### config.mk
export PLATFORM = sky130hd
export DESIGN_NAME = arr_port_arbiter_flat
export DESIGN_NICKNAME = d
export VERILOG_FILES = /design/src/rtl/arr_port_if.sv /design/src/rtl/arr_port_arbiter.sv /design/src/flat_wrapper.sv
export SDC_FILE = /design/constraint.sdc
export NUM_CORES = 1
export LEC_CHECK = 0
export BUFFER_PORTS_ARGS = -buffer_cell sky130_fd_sc_hd__buf_2
export CORE_ASPECT_RATIO = 1.1
export CORE_MARGIN = 3
export CORE_UTILIZATION = 30
export DETAILED_ROUTE_END_ITERATION = 8
export PLACE_DENSITY_LB_ADDON = 0.08
export REMOVE_ABC_BUFFERS = 1
export SYNTH_ARGS = -nofsm -noshare
export SYNTH_HDL_FRONTEND = slang
export SYNTH_SLANG_ARGS = --single-unit
export TNS_END_PERCENT = 5
### constraint.sdc
create_clock -name clk -period 2.5 [get_ports clk]
set_input_delay 0.625 -clock clk [delete_from_list [all_inputs] [get_ports clk]]
set_output_delay 0.625 -clock clk [all_outputs]
set_load 0.02 [all_outputs]
### src/rtl/arr_port_if.sv
// rtl/arr_port_if.sv - requester and array-port bundle for the shared-array arbiter
interface arr_port_if #(
    parameter int NREQ = 2,
    parameter int AW   = 10,
    parameter int DW   = 27
);
    logic                 host_prio;
    logic [NREQ-1:0]      req;
    logic [NREQ-1:0]      we;
    logic [NREQ*AW-1:0]   addr;
    logic [NREQ*DW-1:0]   wdata;
    logic [NREQ-1:0]      gnt;
    logic [NREQ-1:0]      rvalid;
    logic [DW-1:0]        rdata;
    logic                 rerr;
    logic [15:0]          err_cnt;
    logic                 mem_we;
    logic [AW-1:0]        mem_addr;
    logic [DW-1:0]        mem_wdata;
    logic [DW-1:0]        mem_rdata;

    // Arbiter side: consumes requests and array read data, drives grants and the array port.
    modport slave (
        input  host_prio, req, we, addr, wdata, mem_rdata,
        output gnt, rvalid, rdata, rerr, err_cnt, mem_we, mem_addr, mem_wdata
    );

    // Requester/array side.
    modport master (
        output host_prio, req, we, addr, wdata, mem_rdata,
        input  gnt, rvalid, rdata, rerr, err_cnt, mem_we, mem_addr, mem_wdata
    );
endinterface

### src/rtl/arr_port_arbiter.sv
// rtl/arr_port_arbiter.sv - round-robin arbiter sharing one synchronous-read array port
module arr_port_arbiter #(
    parameter int NREQ  = 2,
    parameter int AW    = 10,
    parameter int DW    = 27,
    parameter int DEPTH = 1000
) (
    input  logic       clk,
    input  logic       rst_n,
    arr_port_if.slave  bus
);
    localparam int IW = (NREQ > 1) ? $clog2(NREQ) : 1;

    logic [IW-1:0] ptr;
    logic [IW-1:0] gidx;
    logic          gv;
    logic [AW-1:0] sel_addr;
    logic [DW-1:0] sel_wdata;
    logic          sel_we;
    logic          in_range;

    logic          pend_v;
    logic [IW-1:0] pend_idx;
    logic          pend_err;
    logic [15:0]   err_cnt_q;

    // Pick the winner: host override first, else the first requester after the last winner.
    always_comb begin
        int idx;
        gv   = 1'b0;
        gidx = '0;
        idx  = 0;
        if (bus.host_prio && bus.req[0]) begin
            gv   = 1'b1;
            gidx = '0;
        end else begin
            // Descending scan so the smallest distance from ptr is written last and wins.
            for (int k = NREQ; k >= 1; k--) begin
                idx = (int'(ptr) + k) % NREQ;
                if (bus.req[idx]) begin
                    gv   = 1'b1;
                    gidx = IW'(idx);
                end
            end
        end
    end

    // Route the winner's command onto the array port; out-of-range accesses never reach memory.
    always_comb begin
        sel_addr      = bus.addr[int'(gidx)*AW +: AW];
        sel_wdata     = bus.wdata[int'(gidx)*DW +: DW];
        sel_we        = bus.we[gidx];
        in_range      = (32'(sel_addr) < 32'(DEPTH));
        bus.gnt       = gv ? (NREQ'(1) << gidx) : '0;
        bus.mem_we    = gv && sel_we && in_range;
        bus.mem_addr  = (gv && in_range) ? sel_addr : '0;
        bus.mem_wdata = gv ? sel_wdata : '0;
    end

    // Round-robin pointer and the one-deep read-return tag.
    always_ff @(posedge clk or negedge rst_n) begin
        if (!rst_n) begin
            ptr      <= IW'(NREQ - 1);
            pend_v   <= 1'b0;
            pend_idx <= '0;
            pend_err <= 1'b0;
        end else begin
            pend_v   <= gv && !sel_we;
            pend_idx <= gidx;
            pend_err <= !in_range;
            if (gv) begin
                ptr <= gidx;
            end
        end
    end

    // Saturating count of rejected (out-of-range) accesses.
    always_ff @(posedge clk or negedge rst_n) begin
        if (!rst_n) begin
            err_cnt_q <= '0;
        end else if (gv && !in_range && (err_cnt_q != 16'hFFFF)) begin
            err_cnt_q <= err_cnt_q + 16'd1;
        end
    end

    // Read return: array data passes straight through, masked to zero for rejected or idle slots.
    always_comb begin
        bus.rvalid  = pend_v ? (NREQ'(1) << pend_idx) : '0;
        bus.rerr    = pend_v && pend_err;
        bus.rdata   = (pend_v && !pend_err) ? bus.mem_rdata : '0;
        bus.err_cnt = err_cnt_q;
    end
endmodule

### src/flat_wrapper.sv
// flat-port wrapper written by rule: the top's interface ports become plain ports
module arr_port_arbiter_flat 
#(
    parameter int NREQ  = 2,
    parameter int AW    = 10,
    parameter int DW    = 27,
    parameter int DEPTH = 1000
)
  (clk, rst_n, bus_host_prio, bus_req, bus_we, bus_addr, bus_wdata, bus_mem_rdata, bus_gnt, bus_rvalid, bus_rdata, bus_rerr, bus_err_cnt, bus_mem_we, bus_mem_addr, bus_mem_wdata);
  arr_port_if #(.NREQ(NREQ), .AW(AW), .DW(DW)) bus_i ();
  input  logic clk;
  input  logic rst_n;
  input wire logic [$bits(bus_i.host_prio)-1:0] bus_host_prio;
  input wire logic [$bits(bus_i.req)-1:0] bus_req;
  input wire logic [$bits(bus_i.we)-1:0] bus_we;
  input wire logic [$bits(bus_i.addr)-1:0] bus_addr;
  input wire logic [$bits(bus_i.wdata)-1:0] bus_wdata;
  input wire logic [$bits(bus_i.mem_rdata)-1:0] bus_mem_rdata;
  output wire logic [$bits(bus_i.gnt)-1:0] bus_gnt;
  output wire logic [$bits(bus_i.rvalid)-1:0] bus_rvalid;
  output wire logic [$bits(bus_i.rdata)-1:0] bus_rdata;
  output wire logic [$bits(bus_i.rerr)-1:0] bus_rerr;
  output wire logic [$bits(bus_i.err_cnt)-1:0] bus_err_cnt;
  output wire logic [$bits(bus_i.mem_we)-1:0] bus_mem_we;
  output wire logic [$bits(bus_i.mem_addr)-1:0] bus_mem_addr;
  output wire logic [$bits(bus_i.mem_wdata)-1:0] bus_mem_wdata;
  assign bus_i.host_prio = bus_host_prio;
  assign bus_i.req = bus_req;
  assign bus_i.we = bus_we;
  assign bus_i.addr = bus_addr;
  assign bus_i.wdata = bus_wdata;
  assign bus_i.mem_rdata = bus_mem_rdata;
  assign bus_gnt = bus_i.gnt;
  assign bus_rvalid = bus_i.rvalid;
  assign bus_rdata = bus_i.rdata;
  assign bus_rerr = bus_i.rerr;
  assign bus_err_cnt = bus_i.err_cnt;
  assign bus_mem_we = bus_i.mem_we;
  assign bus_mem_addr = bus_i.mem_addr;
  assign bus_mem_wdata = bus_i.mem_wdata;
  arr_port_arbiter #(.NREQ(NREQ), .AW(AW), .DW(DW), .DEPTH(DEPTH)) u_core (.clk(clk), .rst_n(rst_n), .bus(bus_i));
endmodule
==> results_tabular.tex <==
\begin{tabular}{lr}
\hline
Metric & Value \\
\hline
\multicolumn{2}{l}{\textbf{Timing}} \\
Slew Limit Headroom & 56.4\% \\
Total Negative Setup Slacks & 0 ns \\
Setup repair after global routing missed its margin & no \\
Upper clock frequency limit & 414 MHz \\
Fin crit share & 96.6\% \\
Final worst path period need & 2.41 ns \\
Slew of the pin with the lowest slew margin & 0.650 ns \\
Max Transition Viols Final & 0 \\
Final count of negative-setup-slack endpoints & 0 \\
Final Hold Violating Endpoints & 0 \\
Final worst clock skew & 0.00309 ns \\
\multicolumn{2}{l}{\textbf{Floorplan}} \\
Die boundary width & 77.6 um \\
I/O pin cnt & 194 \\
Full die area & 6580 sq um \\
Core Rows & 28 \\
Die span in y & 84.8 um \\
Core region area & 5430 sq um \\
Initial core utilization & 31.2\% \\
\multicolumn{2}{l}{\textbf{Synthesis}} \\
Main area contributors after synthesis & sky130\_fd\_sc\_hd\_\_dfrtp\_1 (28\%), sky130\_fd\_sc\_hd\_\_nand2\_1 (18\%), sky130\_fd\_sc\_hd\_\_and2\_1 (11\%) \\
Post-synth EDFFs & 0 \\
Most frequently used cell type in the post-synthesis netlist & sky130\_fd\_sc\_hd\_\_nand2\_1 \\
Fraction of post-synthesis cell area in the top cell type by area & 28.1\% \\
Most instantiated cells after synthesis & sky130\_fd\_sc\_hd\_\_nand2\_1 (80), sky130\_fd\_sc\_hd\_\_and2\_1 (31), sky130\_fd\_sc\_hd\_\_nand3\_1 (31) \\
Library cells used by synthesis & 33 \\
Average footprint of a synthesized cell & 6.94 sq um \\
FF+latch count, synth & 20 \\
Top FF cell, synth & sky130\_fd\_sc\_hd\_\_dfrtp\_1 \\
Area of the mapped netlist & 1690 sq um \\
Seq/Total Area, Yosys & 29.6\% \\
Async S/R FF share, synth & 100\% \\
Cell type contributing the most total cell area after synthesis & sky130\_fd\_sc\_hd\_\_dfrtp\_1 \\
Cells after synthesis & 244 \\
Count of yosys warnings during synthesis & 0 \\
\multicolumn{2}{l}{\textbf{Status}} \\
Run status & complete, no violations \\
\multicolumn{2}{l}{\textbf{Layout}} \\
Final Instance Area & 2860 sq um \\
Area used by multi-input combinational logic & 1140 sq um \\
Area grow syn2layout & 68.7\% \\
Filler cells & 542 \\
Share of layout cells above drive strength 1 & 49.9\% \\
Number of standard cells in the layout, taps in and fillers out & 511 \\
Register area & 502 sq um \\
Post-layout net count & 545 \\
\multicolumn{2}{l}{\textbf{Drt}} \\
DR pass1 iterations & 4 \\
Post-detailed-routing wire length & 7140 um \\
Starting DRT DRC Count & 77 \\
Via total after detailed routing & 2323 \\
Vias per std cell & 4.55 \\
Number of design rule violations left after detail routing & 0 \\
Average detailed-routed wire length per instance & 14.0 um \\
Post-route antenna net violation count & 0 \\
\multicolumn{2}{l}{\textbf{Global routing}} \\
Number of antenna violations at the first check in global routing & 2 \\
Pin count of the biggest net entering global routing & 39 \\
Sum of overflow across all layers after global routing & 0 \\
Via count of the first global-routing pass & 2066 \\
Overall fraction of global-route tracks in use & 20.0\% \\
First-pass GRT wire length & 10400 um \\
\multicolumn{2}{l}{\textbf{Clock tree}} \\
Clock latency of the later-clocked register in the worst-skew pair & 0.26 ns \\
Total CTS buffers & 3 \\
CTS tree & done \\
Worst-path clk slew & 0.07 ns \\
Clock root buffer & sky130\_fd\_sc\_hd\_\_clkbuf\_8 \\
Maximum number of buffers from clock root to sink & 2 \\
Clock tree sinks & 20 \\
CTS H-tree depth & 1 \\
Count of buffers added by post-CTS timing repair for setup & 0 \\
\multicolumn{2}{l}{\textbf{Worst setup path}} \\
Cell depth of the worst flop-to-flop path & 6 \\
Worst Setup End Kind & primary output \\
Setup slack of the most critical reg-to-reg path & 0.47 ns \\
Worst Path Arrival & 1.79 ns \\
Biggest fanout along the worst timing path & 6 \\
Critical path startpoint category & input pin \\
Worst path required time & 1.88 ns \\
Critical path start-end classification & in2out \\
\multicolumn{2}{l}{\textbf{Run}} \\
Number of max-cap violations & 0 \\
\multicolumn{2}{l}{\textbf{Min path}} \\
Path type of the worst min-delay path & in2async \\
\multicolumn{2}{l}{\textbf{Power and ir drop}} \\
Pwr Density & 405 nW/um\^{}2 \\
Worst ir drop on vdd & 0.377 mV \\
Static leakage power & 1.73 nW \\
\multicolumn{2}{l}{\textbf{Placement}} \\
Input/output buffers & 193 \\
Placer Congestion & 0.913 \\
Total half-perimeter wirelength after legalization and detailed placement & 5840 um \\
Total instance count after detailed placement & 505 \\
Placed standard-cell area & 2760 sq um \\
\hline
\end{tabular}
-- cell type report --
type / count / share of cell area [%]
Antenna cell: 1 / 0.0876
Clock buffer: 4 / 1.93
Inverter: 4 / 0.526
Multi-Input combinational cell: 206 / 40.0
Sequential cell: 20 / 17.6
Tap cell: 75 / 3.29
Timing Repair Buffer: 201 / 36.6
-- path summary, 6_finish.rpt --
check | startpoint | end
worst max-delay path | bus_addr[14] | bus_mem_addr[9]
worst min-delay path | rst_n | u_core.bus.err_cnt[10]
worst max register to register | u_core.ptr | u_core.bus.err_cnt[1]
worst min register to register | u_core.bus.err_cnt[15] | u_core.bus.err_cnt[15]
max in group asynchronous | rst_n | u_core.ptr
min in group clk | u_core.bus.err_cnt[15] | u_core.bus.err_cnt[15]
-- stage by stage --
stage	setup WS, ns	hold slack, ns	util [%]	power (W)
after global routing	0.00266	0.329	52.6	0.00123
after CTS	0.0353	0.311	52.0	0.00116
after global placement	-0.119	0.482	50.8	0.000911
after detailed placement	-0.163	0.482	50.8	0.000913
after floorplan	-0.751	0.329	-	0.000668
final	0.0851	0.301	52.6	0.00116
-- cell usage in the layout (no fill, tap or decap), types with 5 or more instances in the layout --
cell type / n
sky130_fd_sc_hd__buf_2: 193
sky130_fd_sc_hd__nand2_1: 80
sky130_fd_sc_hd__nand3_1: 31
sky130_fd_sc_hd__and2_1: 31
sky130_fd_sc_hd__dfrtp_1: 19
sky130_fd_sc_hd__a21oi_1: 11
sky130_fd_sc_hd__xnor2_1: 10
sky130_fd_sc_hd__nand4_1: 9
sky130_fd_sc_hd__buf_4: 6
sky130_fd_sc_hd__xor2_1: 5
-- cells by family after synthesis --
| kind of cell | after synthesis | synth area share [%] |
|---|---|---|
| flops | 20 | 29.6 |
| compound gates | 17 | 5.84 |
| xor+xnor | 15 | 7.76 |
| buf+inv | 19 | 4.73 |
| simple gates | 170 | 50.0 |
| mux | 2 | 1.26 |
| fa+ha+maj | 1 | 0.739 |
-- worst max-delay path, stage by stage --
cell and delay, ns:
sky130_fd_sc_hd__buf_2 0.10, sky130_fd_sc_hd__o21ai_1 0.15, sky130_fd_sc_hd__buf_4 0.14, sky130_fd_sc_hd__nor4b_4 0.04
sky130_fd_sc_hd__or3_4 0.41, sky130_fd_sc_hd__a21oi_1 0.13, sky130_fd_sc_hd__buf_2 0.18
-- repair_timing --
action                     4_1_cts  5_1_grt
pin swaps                        0        1
cloned                           0        1
hold buffers                     0        0
setup endpoints to repair       38       20
gates resized for setup          3        7
-- where the power goes --
| part | switching, W | total [W] | internal (W) |
|---|---|---|---|
| clock | 0.000103 | 0.000243 | 0.000140 |
| combinational | 0.000323 | 0.000541 | 0.000217 |
| sequential | 0.0000272 | 0.000374 | 0.000347 |
| total | 0.000454 | 0.00116 | 0.000704 |
-- per-layer routing --
metal / GRT usage, % / vias up / share of wire (%)
met1: 23.7 / 1000 / 39
li1: - / 1189 / -
met4: 3.88 / 4 / 1.7
met3: 8.37 / 17 / 12
met5: 0 / - / 0.36
met2: 34.0 / 113 / 47
-- flip-flops by register name, summed over array words and instances, names as in the netlist --
| register | count |
|---|---|
| u_core.ptr | 1 |
| u_core.pend_err | 1 |
| u_core.pend_v | 1 |
| u_core.bus.err_cnt | 16 |
| u_core.pend_idx | 1 |
(Power assumes the default switching activity.)
